===== src/rtl/rv32_pkg.sv =====
// Shared RV32I decode/execute types: opcodes, ALU/branch op codes,
// immediate formats, writeback sources and the ID/EX control bundle.
package rv32_pkg;

  localparam logic [6:0] OP_R      = 7'b0110011;
  localparam logic [6:0] OP_IMM    = 7'b0010011;
  localparam logic [6:0] OP_LOAD   = 7'b0000011;
  localparam logic [6:0] OP_STORE  = 7'b0100011;
  localparam logic [6:0] OP_BRANCH = 7'b1100011;
  localparam logic [6:0] OP_JAL    = 7'b1101111;
  localparam logic [6:0] OP_JALR   = 7'b1100111;
  localparam logic [6:0] OP_LUI    = 7'b0110111;
  localparam logic [6:0] OP_AUIPC  = 7'b0010111;

  typedef enum logic [3:0] {
    ALU_ADD   = 4'b0000,
    ALU_SLL   = 4'b0001,
    ALU_SLT   = 4'b0010,
    ALU_SLTU  = 4'b0011,
    ALU_XOR   = 4'b0100,
    ALU_SRL   = 4'b0101,
    ALU_OR    = 4'b0110,
    ALU_AND   = 4'b0111,
    ALU_SUB   = 4'b1000,
    ALU_SRA   = 4'b1101,
    ALU_PASSB = 4'b1111
  } alu_op_e;

  localparam logic [4:0] BR_NONE = 5'b00000;
  localparam logic [4:0] BR_JUMP = 5'b01000;
  localparam logic [1:0] BR_COND = 2'b10;

  typedef enum logic [2:0] {
    IMM_I = 3'b000,
    IMM_S = 3'b001,
    IMM_B = 3'b010,
    IMM_U = 3'b011,
    IMM_J = 3'b100
  } imm_src_e;

  typedef enum logic [1:0] {
    WB_ALU = 2'b00,
    WB_MEM = 2'b01,
    WB_PC4 = 2'b10
  } wb_src_e;

  typedef struct packed {
    logic       ru_wr;
    logic       dm_wr;
    logic       a_src;
    logic       b_src;
    logic       jalr;
    alu_op_e    alu_op;
    logic [4:0] br_op;
    logic [2:0] dm_ctrl;
    wb_src_e    wb_src;
    logic       illegal;
  } ctrl_t;

  // All-zero control word: no writes, no redirect, ADD of the operands.
  function automatic ctrl_t ctrl_bubble();
    ctrl_t c;
    c = '0;
    return c;
  endfunction

endpackage


===== src/rtl/rv32_alu.sv =====
// Pure combinational RV32I ALU; unlisted op codes produce zero.
module rv32_alu
  import rv32_pkg::*;
#(
  parameter int XLEN = 32
) (
  input  logic [XLEN-1:0] a_i,
  input  logic [XLEN-1:0] b_i,
  input  alu_op_e         op_i,
  output logic [XLEN-1:0] res_o
);

  logic [4:0] shamt_s;
  assign shamt_s = b_i[4:0];

  // Operation select.
  always_comb begin
    res_o = '0;
    case (op_i)
      ALU_ADD:   res_o = a_i + b_i;
      ALU_SUB:   res_o = a_i - b_i;
      ALU_SLL:   res_o = a_i << shamt_s;
      ALU_SLT:   res_o = {{(XLEN-1){1'b0}}, ($signed(a_i) < $signed(b_i))};
      ALU_SLTU:  res_o = {{(XLEN-1){1'b0}}, (a_i < b_i)};
      ALU_XOR:   res_o = a_i ^ b_i;
      ALU_SRL:   res_o = a_i >> shamt_s;
      ALU_SRA:   res_o = $unsigned($signed(a_i) >>> shamt_s);
      ALU_OR:    res_o = a_i | b_i;
      ALU_AND:   res_o = a_i & b_i;
      ALU_PASSB: res_o = b_i;
      default:   res_o = '0;
    endcase
  end

endmodule


===== src/rtl/rv32_branch_cmp.sv =====
// Branch decision from the raw register operands and the registered BrOp.
module rv32_branch_cmp
  import rv32_pkg::*;
#(
  parameter int XLEN = 32
) (
  input  logic [XLEN-1:0] rs1_i,
  input  logic [XLEN-1:0] rs2_i,
  input  logic [4:0]      br_op_i,
  output logic            taken_o
);

  // Conditional codes 010/011 fall through to not-taken.
  always_comb begin
    taken_o = 1'b0;
    if (br_op_i[4]) begin
      case (br_op_i[2:0])
        3'b000:  taken_o = (rs1_i == rs2_i);
        3'b001:  taken_o = (rs1_i != rs2_i);
        3'b100:  taken_o = ($signed(rs1_i) <  $signed(rs2_i));
        3'b101:  taken_o = ($signed(rs1_i) >= $signed(rs2_i));
        3'b110:  taken_o = (rs1_i <  rs2_i);
        3'b111:  taken_o = (rs1_i >= rs2_i);
        default: taken_o = 1'b0;
      endcase
    end else if (br_op_i[3]) begin
      taken_o = 1'b1;
    end else begin
      taken_o = 1'b0;
    end
  end

endmodule


===== src/rtl/decode_execute_unit.sv =====
// RV32I decode + ID/EX register + execute slice: inline control decode,
// one pipeline register, then ALU and branch compare on registered values.
module decode_execute_unit
  import rv32_pkg::*;
#(
  parameter int XLEN = 32
) (
  input  logic            clk,
  input  logic            rst_n,
  input  logic            id_valid,
  input  logic            id_flush,
  input  logic [31:0]     id_inst,
  input  logic [XLEN-1:0] id_pc,
  input  logic [XLEN-1:0] id_rs1_val,
  input  logic [XLEN-1:0] id_rs2_val,
  input  logic [XLEN-1:0] id_imm_ext,
  output logic [2:0]      id_imm_src,
  output logic [XLEN-1:0] ex_alu_res,
  output logic            ex_next_pc_src,
  output logic [XLEN-1:0] ex_rs2_val,
  output logic [XLEN-1:0] ex_pc_inc,
  output logic [4:0]      ex_rd,
  output logic            ex_ru_wr,
  output logic            ex_dm_wr,
  output logic [2:0]      ex_dm_ctrl,
  output logic [1:0]      ex_ru_data_wr_src,
  output logic            ex_illegal
);

  function automatic ctrl_t decode_ctrl(input logic [31:0] inst);
    ctrl_t      c;
    logic [2:0] f3;
    logic       f7b5;
    c    = ctrl_bubble();
    f3   = inst[14:12];
    f7b5 = inst[30];
    case (inst[6:0])
      OP_R: begin
        c.ru_wr  = 1'b1;
        c.alu_op = alu_op_e'({f7b5, f3});
      end
      OP_IMM: begin
        c.ru_wr  = 1'b1;
        c.b_src  = 1'b1;
        // Bit 30 is immediate data except for the SRLI/SRAI split.
        c.alu_op = (f3 == 3'b101) ? alu_op_e'({f7b5, f3}) : alu_op_e'({1'b0, f3});
      end
      OP_LOAD: begin
        c.ru_wr   = 1'b1;
        c.b_src   = 1'b1;
        c.dm_ctrl = f3;
        c.wb_src  = WB_MEM;
      end
      OP_STORE: begin
        c.dm_wr   = 1'b1;
        c.b_src   = 1'b1;
        c.dm_ctrl = f3;
      end
      OP_BRANCH: begin
        c.a_src = 1'b1;
        c.b_src = 1'b1;
        c.br_op = {BR_COND, f3};
      end
      OP_JAL: begin
        c.ru_wr  = 1'b1;
        c.a_src  = 1'b1;
        c.b_src  = 1'b1;
        c.br_op  = BR_JUMP;
        c.wb_src = WB_PC4;
      end
      OP_JALR: begin
        c.ru_wr  = 1'b1;
        c.b_src  = 1'b1;
        c.jalr   = 1'b1;
        c.br_op  = BR_JUMP;
        c.wb_src = WB_PC4;
      end
      OP_LUI: begin
        c.ru_wr  = 1'b1;
        c.b_src  = 1'b1;
        c.alu_op = ALU_PASSB;
      end
      OP_AUIPC: begin
        c.ru_wr = 1'b1;
        c.a_src = 1'b1;
        c.b_src = 1'b1;
      end
      default: begin
        c.illegal = 1'b1;
      end
    endcase
    return c;
  endfunction

  function automatic imm_src_e decode_imm_src(input logic [6:0] opcode);
    imm_src_e s;
    case (opcode)
      OP_STORE:         s = IMM_S;
      OP_BRANCH:        s = IMM_B;
      OP_LUI, OP_AUIPC: s = IMM_U;
      OP_JAL:           s = IMM_J;
      default:          s = IMM_I;
    endcase
    return s;
  endfunction

  ctrl_t           id_ctrl_s;
  ctrl_t           ctrl_d, ctrl_q;
  logic [XLEN-1:0] pc_d, pc_q;
  logic [XLEN-1:0] rs1_d, rs1_q;
  logic [XLEN-1:0] rs2_d, rs2_q;
  logic [XLEN-1:0] imm_d, imm_q;
  logic [XLEN-1:0] pc_inc_d, pc_inc_q;
  logic [4:0]      rd_d, rd_q;
  logic            unused_inst_s;

  assign id_ctrl_s     = decode_ctrl(id_inst);
  assign id_imm_src    = decode_imm_src(id_inst[6:0]);
  assign unused_inst_s = ^{id_inst[31], id_inst[29:15]};

  // Next ID/EX contents; flush dominates valid.
  always_comb begin
    ctrl_d   = ctrl_bubble();
    pc_d     = '0;
    rs1_d    = '0;
    rs2_d    = '0;
    imm_d    = '0;
    pc_inc_d = '0;
    rd_d     = 5'd0;
    if (id_flush || !id_valid) begin
      ctrl_d = ctrl_bubble();
    end else begin
      ctrl_d   = id_ctrl_s;
      pc_d     = id_pc;
      rs1_d    = id_rs1_val;
      rs2_d    = id_rs2_val;
      imm_d    = id_imm_ext;
      pc_inc_d = id_pc + {{(XLEN-3){1'b0}}, 3'd4};
      rd_d     = id_inst[11:7];
    end
  end

  always_ff @(posedge clk or negedge rst_n) begin
    if (!rst_n) begin
      ctrl_q   <= ctrl_bubble();
      pc_q     <= '0;
      rs1_q    <= '0;
      rs2_q    <= '0;
      imm_q    <= '0;
      pc_inc_q <= '0;
      rd_q     <= 5'd0;
    end else begin
      ctrl_q   <= ctrl_d;
      pc_q     <= pc_d;
      rs1_q    <= rs1_d;
      rs2_q    <= rs2_d;
      imm_q    <= imm_d;
      pc_inc_q <= pc_inc_d;
      rd_q     <= rd_d;
    end
  end

  logic [XLEN-1:0] alu_a_s, alu_b_s, alu_res_s;
  logic            taken_s;

  assign alu_a_s = ctrl_q.a_src ? pc_q  : rs1_q;
  assign alu_b_s = ctrl_q.b_src ? imm_q : rs2_q;

  rv32_alu #(.XLEN(XLEN)) u_alu (
    .a_i   (alu_a_s),
    .b_i   (alu_b_s),
    .op_i  (ctrl_q.alu_op),
    .res_o (alu_res_s)
  );

  rv32_branch_cmp #(.XLEN(XLEN)) u_branch_cmp (
    .rs1_i   (rs1_q),
    .rs2_i   (rs2_q),
    .br_op_i (ctrl_q.br_op),
    .taken_o (taken_s)
  );

  assign ex_alu_res        = ctrl_q.jalr ? {alu_res_s[XLEN-1:1], 1'b0} : alu_res_s;
  assign ex_next_pc_src    = taken_s;
  assign ex_rs2_val        = rs2_q;
  assign ex_pc_inc         = pc_inc_q;
  assign ex_rd             = rd_q;
  assign ex_ru_wr          = ctrl_q.ru_wr;
  assign ex_dm_wr          = ctrl_q.dm_wr;
  assign ex_dm_ctrl        = ctrl_q.dm_ctrl;
  assign ex_ru_data_wr_src = ctrl_q.wb_src;
  assign ex_illegal        = ctrl_q.illegal;

endmodule


===== config.mk =====
export PLATFORM = sky130hd
export DESIGN_NAME = decode_execute_unit
export DESIGN_NICKNAME = d
export VERILOG_FILES = /design/src/rtl/rv32_pkg.sv /design/src/rtl/rv32_alu.sv /design/src/rtl/rv32_branch_cmp.sv /design/src/rtl/decode_execute_unit.sv
export SDC_FILE = /design/constraint.sdc
export NUM_CORES = 1
export LEC_CHECK = 0
export BUFFER_PORTS_ARGS = -buffer_cell sky130_fd_sc_hd__buf_2
export CORE_MARGIN = 4
export CORE_UTILIZATION = 25
export DETAILED_ROUTE_END_ITERATION = 8
export GPL_ROUTABILITY_DRIVEN = 0
export PLACE_DENSITY = 0.4
export RECOVER_POWER = 100
export SLEW_MARGIN = 0
export SYNTH_ARGS = -nofsm -noshare
export SYNTH_HDL_FRONTEND = slang
export SYNTH_HIERARCHICAL = 1
export SYNTH_SLANG_ARGS = --single-unit

===== constraint.sdc =====
create_clock -name clk -period 8.3 [get_ports clk]
set_input_delay 1.245 -clock clk [delete_from_list [all_inputs] [get_ports clk]]
set_output_delay 1.245 -clock clk [all_outputs]
set_load 0.01 [all_outputs]

==> flow_summary.ini, run 1 <==
[drt]
num_vias = 16700
drt_drc_violations_left = 0
vias_per_cell = 5.29
ant_nets = 0
first_iter_violations = 1525
wl_per_cell_um = 23.5
drtPass1Iterations = 6
wirelength_um = 74200

[synthesis]
ys_ff_latch = 183
synth_cell_types = 93
synth_cells = 2045
async_reset_ff_frac = 1.00
ys_warn_count = 6
syn-cell-area_um2 = 17300
syn_avg_cell_area_um2 = 8.45
synth_largest_area_cell = dfrtp_1
ys_seq_area_frac = 0.265
yosysTopAreaCellShare = 0.265
synth_flop_cell = dfrtp_1
synth_area_leaders = dfrtp_1 (26%), ha_1 (9.5%), mux2_2 (5.9%)
synth_nets = 2342
synth_enable_flop_cells = 0

[critical_path]
end_kind = output port
crit_arrival_ns = 6.01
critical_path_required_ns = 7.05
worstSetupStartpointType = flip-flop
path_max_fanout = 40
criticalPathCategory = flip-flop to output port

[sta]
worst_slew_pin_slew_ns = 5.35
rsz0062_at_grt = false
fin_ws_ns = 1.05
slew-limit-headroom = -2.57
timing.final.crit_share = 0.874
hold_violations = 0
fmax_mhz = 138
setup_tns_ns = 0
final-setup-viol-count = 0
period_minus_slack_ns = 7.25
drv_slew = 299

[global_routing]
grt_max_degree = 117
gr-total-overflow = 0
antenna_found_initial = 14
grt.total_usage = 0.195
grt_pass1_vias = 16700
grt_pass1_wl_um = 110000

[final_layout]
layout-drive-gt1-share = 0.162
area_delta_synth_final_pct = 14.3
nFillCells = 7485
final_cell_mix = nor2_1 (187), dfrtp_1 (183), buf_2 (154)
nets = 2504
seq_area_um2 = 4580
multi_input_area_um2 = 11500
final_common_cell = nor2_1

[power]
p_total_w = 0.00238
pwr_density_cell_nw_per_um2 = 120
p_leak_nw = 8.34
vdd_ir_drop_max_uv = 146

[clock_network]
clk_pin_slew_worst_paths_ns = 0.07
holdBufCountCts = 0
cts_root_buffer = clkbuf_16
tritoncts = done
cts.sinks = 183
post_cts_resized = 0
cts_max_level = 4
numCtsBuffers = 17
cts_setup_buffers = 0
clockBufferDepth = 2

[floorplan]
die_area_um2 = 73400
fp.dieH_um = 271
die_w_um = 271
ios = 277
initial_utilization = 0.252
core_um2 = 68600
rows = 96

[min_path]
min_path_type = input port to flip-flop
whs_path_depth = 2

[placement]
port_buffers = 260
hpwlAfterDp_um = 58400
place_ws_ns = 1.98

[status]
status = finished, violations left
violations = max-capacitance violations, max-slew violations

[job]
drv_cap = 4
==> area by class of cell <==
| class | instances | share of cell area |
|---|---|---|
| inverters | 138 | 0.0262 |
| flip-flops and latches | 183 | 0.232 |
| clock buffers | 19 | 0.0224 |
| clock inverters | 13 | 0.00570 |
| well taps | 931 | 0.0590 |
| repair buffers | 289 | 0.0701 |
| multi-input cells | 1578 | 0.584 |
| diodes | 6 | 0.000760 |
==> where the power goes <==
| group | switching, W | total, W | internal (W) |
|---|---|---|---|
| Sequential | 0.0000191 | 0.000942 | 0.000922 |
| Combinational | 0.000430 | 0.000656 | 0.000225 |
| Clock | 0.000377 | 0.000778 | 0.000401 |
| Total | 0.000826 | 0.00238 | 0.00155 |
==> state kept, by name, indices dropped and copies added (netlist names), 2 cells and up <==
register,flops
ctrl_q,12
ex_dm_ctrl,3
ex_pc_inc,32
ex_rd,5
ex_rs2_val,32
ex_ru_data_wr_src,2
imm_q,32
pc_q,30
rs1_q,32
==> worst max-delay path, cell delays in order, from the launching register on <==
cell       delay (ns)
dfrtp_1          0.73
mux2_1           0.79
buf_4            0.59
inv_1            0.60
buf_4            0.41
mux2i_1          0.16
mux4_2           0.47
nor2_1           0.12
a211oi_1         0.10
a2111oi_0        1.02
and3_1           0.27
a32oi_1          0.07
clkbuf_1         0.20
==> final timing paths <==
path                                             to  slack, ns                  from
setup / recovery                     ex_alu_res[25]       1.05  ctrl_q[16]$_DFF_PN0_
hold / removal              ex_rs2_val[8]$_DFF_PN0_       1.01         id_rs2_val[8]
max in group asynchronous  ex_rs2_val[17]$_DFF_PN0_       2.28                 rst_n
min in group asynchronous        ex_ru_wr$_DFF_PN0_       3.01                 rst_n
==> synthesized netlist by cell type (28+ instances only) <==
cell type,n
nor2_1,187
dfrtp_1,183
o21ai_0,98
inv_1,134
a21oi_1,152
and2_1,144
buf_1,28
a211oi_1,30
nand2_1,116
clkbuf_1,74
nand4_1,29
mux2i_1,61
mux2_2,90
nor3_1,56
ha_1,131
nand3_1,42
==> cell families (layout without fill, tap and decap cells) <==
group / count (synthesis) / after routing / synth area share
adders and majority gates: 133 / 133 / 0.0971
other: 0 / 6 / 0
DFF: 183 / 183 / 0.265
muxes: 180 / 180 / 0.132
AOI/OAI and AO/OA: 535 / 535 / 0.210
and+or+nand+nor: 697 / 697 / 0.210
xor gates and xnor gates: 33 / 33 / 0.0167
buffers and inverters: 284 / 459 / 0.0691
==> metal layers <==
metal  share of wire  GRT usage  wire [um]
met1            0.45      0.270      33500
met2            0.45      0.311      33400
met3           0.068     0.0388       5010
met4           0.028     0.0528       2110
met5          0.0013          0         99
==> metrics by stage <==
stage,cell area (um2),cells,utilization,hold slack (ns)
5_1_grt,19800,3154,0.288,0.990
6_report,19800,3157,0.288,1.01
4_1_cts,19900,3151,0.290,0.975
2_1_floorplan,17300,2045,-,0.949
3_3_place_gp,19300,3119,0.282,1.45
3_5_place_dp,19300,3119,0.282,1.45
No activity file was read; power rests on OpenSTA's default activity.
==> run 2: changes to the inputs <==
==> constraint.sdc (replaced) <==
create_clock -name clk -period 6.8 [get_ports clk]
set_input_delay 1.02 -clock clk [delete_from_list [all_inputs] [get_ports clk]]
set_output_delay 1.02 -clock clk [all_outputs]
set_load 0.01 [all_outputs]
==> run 2 against run 1 <==
The run still ends with max-capacitance violations, max-slew violations left. Non-clock buffer count is 7 higher. Die area stayed put. Sequential power up 22%. First-iteration DRC count grew 5.4%. Worst setup slack got worse by 0.70 ns. Cell count increased by 0.13%. Combinational power increased by 21%. Via count is 0.27% lower. Clock power rose by 36%. Hold slack worse by 0.23 ns. Critical path depth is 1 higher. Cell area rose by 0.50%.
==> flow_summary.ini, run 2 (synthesized netlist as in run 1, its figures left out) <==
[status]
status = finished, violations left
violations = max-capacitance violations, max-slew violations

[drt]
first_iter_violations = 1608
wl_per_cell_um = 23.5
drtPass1Iterations = 7
wirelength_um = 74300
vias_per_cell = 5.26
drt_drc_violations_left = 0
num_vias = 16600
ant_nets = 0

[clock_network]
cts_root_buffer = clkbuf_16
clockBufferDepth = 2
clk_pin_slew_worst_paths_ns = 0.08
holdBufCountCts = 0
cts_max_level = 4
post_cts_resized = 0
tritoncts = done
cts_setup_buffers = 0
cts.sinks = 183
numCtsBuffers = 17

[power]
pwr_density_cell_nw_per_um2 = 151
p_total_w = 0.00300
p_leak_nw = 8.41
vdd_ir_drop_max_uv = 176

[floorplan]
fp.dieH_um = 271
die_area_um2 = 73400
initial_utilization = 0.252
core_um2 = 68600
ios = 277
die_w_um = 271
rows = 96

[global_routing]
gr-total-overflow = 0
grt_pass1_vias = 16700
grt_pass1_wl_um = 110000
grt.total_usage = 0.196
antenna_found_initial = 10
grt_max_degree = 118

[critical_path]
crit_arrival_ns = 5.43
critical_path_required_ns = 5.78
path_max_fanout = 14
worstSetupStartpointType = flip-flop
end_kind = output port
criticalPathCategory = flip-flop to output port

[sta]
slew-limit-headroom = -1.23
timing.final.crit_share = 0.948
setup_tns_ns = 0
drv_slew = 368
rsz0062_at_grt = false
worst_slew_pin_slew_ns = 3.34
final-setup-viol-count = 0
hold_violations = 0
fin_ws_ns = 0.353
fmax_mhz = 155
period_minus_slack_ns = 6.45

[final_layout]
final_cell_mix = nor2_1 (187), dfrtp_1 (183), buf_2 (157)
multi_input_area_um2 = 11500
seq_area_um2 = 4580
final_util = 0.290
final_common_cell = nor2_1
area_delta_synth_final_pct = 14.9
layout-drive-gt1-share = 0.165
nFillCells = 7440
nets = 2511

[min_path]
whs_path_depth = 2
min_path_type = input port to flip-flop

[placement]
place_ws_ns = 0.890
hpwlAfterDp_um = 58300
port_buffers = 260

[job]
drv_cap = 5
==> run 2: changes by cell type in the layout (fill, tap and decap cells not counted), sizes merged <==
| cell | delta |
|---|---|
| clkdlybuf4s25 | -1 |
| buf | +8 |
| bufinv | +4 |
| clkinvlp | +1 |
| diode | -1 |
| inv | -5 |
| clkinv | -2 |
==> run 2: cell type report <==
cell class | instances | share of cell area
Multi-Input combinational cell | 1578 | 0.581
Sequential cell | 183 | 0.231
Timing Repair Buffer | 296 | 0.0720
Tap cell | 931 | 0.0587
Inverter | 138 | 0.0261
Clock buffer | 19 | 0.0223
Clock inverter | 11 | 0.00876
Antenna cell | 5 | 0.000630
==> run 2: final timing paths <==
kind,from,to,slack [ns]
worst max-delay path,ctrl_q[17]$_DFF_PN0_,ex_alu_res[29],0.35
max in group asynchronous,rst_n,imm_q[10]$_DFF_PN0_,2.31
min in group asynchronous,rst_n,ex_pc_inc[27]$_DFF_PN0_,1.47
worst min-delay path,id_rs2_val[7],ex_rs2_val[7]$_DFF_PN0_,0.78
==> run 2: critical path, stage by stage (launching register included) <==
cell,delay [ns]
dfrtp_1,0.74
mux2_2,0.43
inv_1,0.14
ha_1,0.62
nand4_1,0.26
a211oi_1,0.45
a211oi_1,0.18
a211oi_1,0.59
a2111oi_2,0.17
o41a_1,0.34
a31oi_1,0.19
xnor2_1,0.16
o221ai_1,0.50
clkbuf_1,0.22
==> run 2: metal layers <==
metal	vias up	routed length (um)	share of wire	GRT usage
met5	-	82	0.0011	0
met4	10	2810	0.038	0.0686
met3	118	4590	0.062	0.0323
met2	676	32600	0.44	0.304
met1	8086	34200	0.46	0.275
li1	7751	-	-	-
==> run 2: report_power, final <==
| group | switching, W | internal, W | leakage [nW] |
|---|---|---|---|
| logic | 0.000521 | 0.000275 | 5.65 |
| clock network | 0.000434 | 0.000624 | 0.292 |
| registers | 0.0000242 | 0.00113 | 2.47 |
| total | 0.000979 | 0.00203 | 8.41 |
==> run 2: through the flow <==
step	instances	cell area, um2	hold slack [ns]
after floorplan	2045	17300	0.724
after global placement	3126	19400	1.22
after detailed placement	3126	19400	1.23
after CTS	3156	20000	0.751
after global routing	3159	19900	0.754
final	3161	19900	0.778
